$ cat src/rtl/bk_pkg.sv
// Shared types and helpers for the backup-slot streamer.
package bk_pkg;

  typedef enum logic [2:0] {
    IDLE,
    REQ,
    XFER,
    DONE,
    ERR
  } bk_state_t;

  localparam int unsigned SECTOR_BYTES = 512;

  // Sector address of a slot: slot index in the upper bits, sector offset below.
  function automatic logic [31:0] bk_lba(input logic [31:0] slot_idx,
                                         input logic [31:0] sec_idx,
                                         input int unsigned sec_w);
    return (slot_idx << sec_w) | sec_idx;
  endfunction

endpackage

$ cat src/rtl/bk_slot_streamer.sv
// Save-state streamer: qualifies the mounted backup image and moves one slot
// of sectors between the core's backup RAM port and the hps_io SD interface.
module bk_slot_streamer
  import bk_pkg::*;
#(
  parameter int unsigned SLOTS        = 4,
  parameter int unsigned SEC_PER_SLOT = 64,
  parameter int unsigned ACK_TIMEOUT  = 2**20,
  localparam int unsigned SLOT_W      = (SLOTS > 1) ? $clog2(SLOTS) : 1
) (
  input  logic              clk_sys,
  input  logic              reset_n,
  input  logic              downloading,
  input  logic              img_mounted,
  input  logic              img_readonly,
  input  logic [63:0]       img_size,
  input  logic              load_req,
  input  logic              save_req,
  input  logic              abort,
  input  logic [SLOT_W-1:0] slot,
  input  logic              sd_ack,
  output logic [31:0]       sd_lba,
  output logic              sd_rd,
  output logic              sd_wr,
  output logic              bk_ena,
  output logic              bk_loading,
  output logic              bk_busy,
  output logic              done,
  output logic              error
);

  localparam int unsigned SEC_W  = $clog2(SEC_PER_SLOT);
  localparam int unsigned SEC_CW = (SEC_W > 0) ? SEC_W : 1;
  localparam int unsigned WD_W   = (ACK_TIMEOUT > 0) ? $clog2(ACK_TIMEOUT + 1) : 1;

  localparam logic [SEC_CW-1:0] SEC_LAST = SEC_CW'(SEC_PER_SLOT - 1);
  localparam logic [WD_W-1:0]   WD_LAST  = WD_W'((ACK_TIMEOUT > 0) ? ACK_TIMEOUT - 1 : 0);
  localparam logic [63:0]       MIN_IMG  = 64'(SLOTS) * 64'(SEC_PER_SLOT) * 64'(SECTOR_BYTES);

  bk_state_t         state_q, state_d;
  logic              op_load_q, op_load_d;
  logic [SLOT_W-1:0] slot_q, slot_d;
  logic [SEC_CW-1:0] sec_q, sec_d;
  logic [WD_W-1:0]   wd_q, wd_d;
  logic              bk_ena_q, bk_ena_d;
  logic              bad_slot_q, bad_slot_d;
  logic              dl_q, ack_q, ld_q, sv_q;

  logic ld_lvl, sv_lvl, ld_rise, sv_rise;
  logic dl_rise, ack_rise, ack_fall;

  // Request edges are taken on the gated level so an image arriving under a
  // held request does not look like a fresh press until bk_ena is valid.
  assign ld_lvl   = load_req & bk_ena_q;
  assign sv_lvl   = save_req & bk_ena_q;
  assign ld_rise  = ld_lvl & ~ld_q;
  assign sv_rise  = sv_lvl & ~sv_q;
  assign dl_rise  = downloading & ~dl_q;
  assign ack_rise = sd_ack & ~ack_q;
  assign ack_fall = ~sd_ack & ack_q;

  always_ff @(posedge clk_sys or negedge reset_n) begin
    if (!reset_n) begin
      state_q    <= IDLE;
      op_load_q  <= 1'b0;
      slot_q     <= '0;
      sec_q      <= '0;
      wd_q       <= '0;
      bk_ena_q   <= 1'b0;
      bad_slot_q <= 1'b0;
      dl_q       <= 1'b0;
      ack_q      <= 1'b0;
      ld_q       <= 1'b0;
      sv_q       <= 1'b0;
    end else begin
      state_q    <= state_d;
      op_load_q  <= op_load_d;
      slot_q     <= slot_d;
      sec_q      <= sec_d;
      wd_q       <= wd_d;
      bk_ena_q   <= bk_ena_d;
      bad_slot_q <= bad_slot_d;
      dl_q       <= downloading;
      ack_q      <= sd_ack;
      ld_q       <= ld_lvl;
      sv_q       <= sv_lvl;
    end
  end

  always_comb begin
    state_d    = state_q;
    op_load_d  = op_load_q;
    slot_d     = slot_q;
    sec_d      = sec_q;
    wd_d       = wd_q;
    bk_ena_d   = bk_ena_q;
    bad_slot_d = 1'b0;

    if (dl_rise) begin
      bk_ena_d = 1'b0;
    end else if (downloading && img_mounted && !img_readonly && (img_size >= MIN_IMG)) begin
      bk_ena_d = 1'b1;
    end

    case (state_q)
      IDLE: begin
        // Load has priority; a coincident save edge is consumed and dropped.
        if (ld_rise || sv_rise) begin
          if (32'(slot) >= SLOTS) begin
            bad_slot_d = 1'b1;
          end else begin
            state_d   = REQ;
            op_load_d = ld_rise;
            slot_d    = slot;
            sec_d     = '0;
            wd_d      = '0;
          end
        end
      end
      REQ: begin
        if (abort || dl_rise) begin
          state_d = ERR;
        end else if (ack_rise) begin
          state_d = XFER;
        end else if (ACK_TIMEOUT != 0) begin
          if (wd_q == WD_LAST) begin
            state_d = ERR;
          end else begin
            wd_d = wd_q + 1'b1;
          end
        end
      end
      XFER: begin
        if (abort || dl_rise) begin
          state_d = ERR;
        end else if (ack_fall) begin
          if (sec_q == SEC_LAST) begin
            state_d = DONE;
          end else begin
            sec_d   = sec_q + 1'b1;
            wd_d    = '0;
            state_d = REQ;
          end
        end
      end
      DONE:    state_d = IDLE;
      ERR:     state_d = IDLE;
      default: state_d = IDLE;
    endcase
  end

  assign sd_lba     = bk_lba(32'(slot_q), 32'(sec_q), SEC_W);
  assign sd_rd      = (state_q == REQ) & op_load_q;
  assign sd_wr      = (state_q == REQ) & ~op_load_q;
  assign bk_busy    = (state_q == REQ) | (state_q == XFER);
  assign bk_loading = bk_busy & op_load_q;
  assign bk_ena     = bk_ena_q;
  assign done       = (state_q == DONE);
  assign error      = (state_q == ERR) | bad_slot_q;

endmodule

$ cat config.mk
export PLATFORM = sky130hd
export DESIGN_NAME = bk_slot_streamer
export DESIGN_NICKNAME = d
export VERILOG_FILES = /design/src/rtl/bk_pkg.sv /design/src/rtl/bk_slot_streamer.sv
export SDC_FILE = /design/constraint.sdc
export NUM_CORES = 1
export LEC_CHECK = 0
export CAP_MARGIN = 20
export CORE_MARGIN = 2
export CORE_UTILIZATION = 42
export DETAILED_ROUTE_END_ITERATION = 7
export PLACE_DENSITY = 0.81
export SLEW_MARGIN = 20
export SYNTH_ARGS = -nofsm -noshare
export SYNTH_HDL_FRONTEND = slang
export SYNTH_SLANG_ARGS = --single-unit
$ cat constraint.sdc
create_clock -name clk_sys -period 2.5 [get_ports clk_sys]
set_input_delay 0.5 -clock clk_sys [delete_from_list [all_inputs] [get_ports clk_sys]]
set_output_delay 0.5 -clock clk_sys [all_outputs]
set_load 0.01 [all_outputs]
==> qor.txt <==
synth-to-layout area growth - 31.4%
Post-Syn Area per Cell - 8.78 µm²
CTS Root Cell - clkbuf_8
row count - 28
met2 WL - 3410 µm
Leak - 1.29 nW
RSZ-0062 raised after global routing - no
post-CTS setup buffers - 0
Distinct cells, synth - 51
Clock Tree Buf Depth - 2
Max IR drop VDD - 0.267 mV
Setup Skew - 0.00786 ns
Die Span X - 81.6 µm
initial core utilization - 0.432
Max Fanout on Critical Path - 8
worst slack, placed - -0.0541 ns
n_diodes - 0
Antenna Nets Post-Route - 0
CP max-delay cell - clkdlybuf4s50_1
Post-Route Setup TNS - 0 ns
Cell Area, Synth - 0.00253 mm²
post-cts sizing count - 0
grt ovf - 0
initial antenna violation count - 0
vias - 2458
CP Launch Type - flop
fmax - 0.419 GHz
Power Density - 486 mW/mm²
Clock Sinks - 38
first-pass GRT wire length - 9890 µm
status - finished clean
1st-pass router iterations - 4
Clk Latency, worst-skew pair - 0.29 ns
async set-or-reset flop fraction in the synthesized netlist - 1.00
CP Capture Type - output port
Worst Tran Pin Value - 0.909 ns
Ports - 114
register area share after synthesis - 0.376
number of enable flip-flop cells after synthesis - 0
Gate Count Post-Synth - 288
min Tclk post-route - 2.39 ns
worst min path class - primary input to asynchronous set/reset pin
largest net degree at the start of global routing - 39
final count of negative-setup-slack endpoints - 0
fin nets - 440
Die H - 81.6 µm
final core occ - 0.568
Clk pin slew, worst setup/hold paths - 0.08 ns
cells along the critical path - nand2b_1 > a21oi_1 > and2_1 > clkdlybuf4s50_1
DRT iter0 DRCs - 175
Slew headroom - 0.392
Slew Viols, Final - 0
Worst EP arrival - 1.89 ns
share of the synthesized area in the top cell type - 0.376
Max-Cap Viols - 0
worst path required time - 2.00 ns
Worst Setup Slack, final - 0.114 ns
Buffers on Ports - 72
routability cong. - 0.843
CTS buffer count - 5
metal3 WL - 332 µm
top layer reached by signal wires - met4
kind of critical path - flop to output port
post-synth top area cell - dfrtp_1
drt via density - 5.60
synth top area cells - dfrtp_1 (38%), buf_4 (7.4%), o31ai_1 (4.8%), or4_1 (4.8%), nand2_1 (3.9%)
CTS tree - done
layout cell share with drive strength beyond 1 - 0.0824
Avg WL per Cell - 14.7 µm
GRT Resource Usage Total - 0.189
WL final - 6470 µm
CTS H-tree lvls - 2
Core ar. - 0.00585 mm²
Synth Flop Type - dfrtp_1
Die Area - 0.00665 mm²
register-to-register setup slack - 0.33 ns
CTS hold repair buffers - 0
post-synthesis register bit count - 38
detailed placement HPWL - 4880 µm
residual DRC count - 0
Yosys warnings - 0
Tcrit/Tclk final - 0.955
vias in the first global route - 2134
hold_ws - 0.319 ns
Final Hold Vio Count - 0
wire length on met1 - 2640 µm
CP max stage delay - 0.53 ns
path summary, 6_finish.rpt:
check                                             from                      to  cells past startpoint
worst max-delay path            state_q[0]$_DFFE_PN0P_              bk_loading                      4
worst min-delay path                           reset_n    wd_q[18]$_DFFE_PN0P_                      1
worst max register to register    sec_q[0]$_DFFE_PN0P_     wd_q[3]$_DFFE_PN0P_                      6
worst min register to register   slot_q[1]$_DFFE_PN0P_   slot_q[1]$_DFFE_PN0P_                      2
max in group asynchronous                      reset_n  state_q[0]$_DFFE_PN0P_                      1
min in group clk_sys             slot_q[1]$_DFFE_PN0P_   slot_q[1]$_DFFE_PN0P_                      2
cell usage in the layout, fill, tap and decap left out, types with 2 or more instances in the layout:
cell type	count
clkdlybuf4s50_1	71
dfrtp_1	38
nand2_1	26
conb_1	24
a21oi_1	18
o31ai_1	16
or4_1	16
o21ai_0	14
nor4_1	14
nor2_1	13
nand3_1	13
nand4_1	8
and2_1	7
nand2b_1	7
nor3_1	7
inv_1	7
buf_4	7
clkbuf_8	6
or3_1	5
o21bai_1	3
mux2i_1	3
o21ai_1	3
or2b_2	2
nor2b_1	2
or2_2	2
o2bb2ai_1	2
and4_4	2
a31oi_1	2
o211ai_1	2
ha_1	2
synthesized netlist by cell type (3+ instances only):
library cell and number:
o21bai_1 3, nor4_1 14, buf_2 4, dfrtp_1 38, or3_1 5, nor2_1 13
nand2b_1 7, a21oi_1 18, nand3_1 13, o31ai_1 16, mux2i_1 3, o21ai_0 14
buf_4 25, nor3_1 7, or4_1 16, and2_1 7, o21ai_1 3, nand2_1 26
inv_1 7, nand4_1 8
cells by family (layout without fill, tap and decap cells):
group,after synthesis,count (layout),share of synthesized area
flip-flops,38,38,0.376
buffers and inverters,42,95,0.116
multiplexers,3,3,0.0119
adder cells (fa/ha/maj),2,2,0.00990
other,1,24,0.00148
AND/OR/NAND/NOR,133,133,0.303
AO/OA/AOI/OAI,69,69,0.182
area by class of cell:
cell class              instances  area [µm²]
fillers                       493        2530
well taps                      75        93.8
repair buffers                 80         788
flip-flops and latches         38         951
inverters                       7        26.3
clock inverters                 1        5.00
clock buffers                   7        86.3
multi-input cells             231        1370
worst max-delay path, delay by kind of cell, from the launching register on:
kind	cells	cell delay [ns]
buffers and inverters	1	0.53
flip-flops	1	0.46
AND/OR/NAND/NOR	2	0.36
AO/OA/AOI/OAI	1	0.25
routing by layer:
layer	vias up	GRT usage
li1	1169	-
met1	1204	0.250
met2	75	0.304
met3	10	0.0396
met4	0	0.0717
met5	-	0
flip-flops by register name, indices dropped and copies added, names as in the netlist:
register,flops
dl_q,1
op_load_q,1
sec_q,6
ld_q,1
wd_q,21
bk_ena,1
slot_q,2
ack_q,1
state_q,3
sv_q,1
stage by stage:
| stage | instances | total power, mW | area, µm² |
|---|---|---|---|
| after CTS | 439 | 1.62 | 3320 |
| after detailed placement | 431 | 1.18 | 3230 |
| final | 439 | 1.61 | 3320 |
| after floorplan | 311 | 0.981 | 2610 |
| after global placement | 431 | 1.17 | 3230 |
| after global routing | 439 | 1.70 | 3320 |
power breakdown:
part	total [mW]	internal, mW	switching (mW)
registers	0.708	0.659	0.0484
logic	0.464	0.221	0.244
clock network	0.441	0.223	0.219
total	1.61	1.10	0.511
No activity file was read; power rests on OpenSTA's default activity.
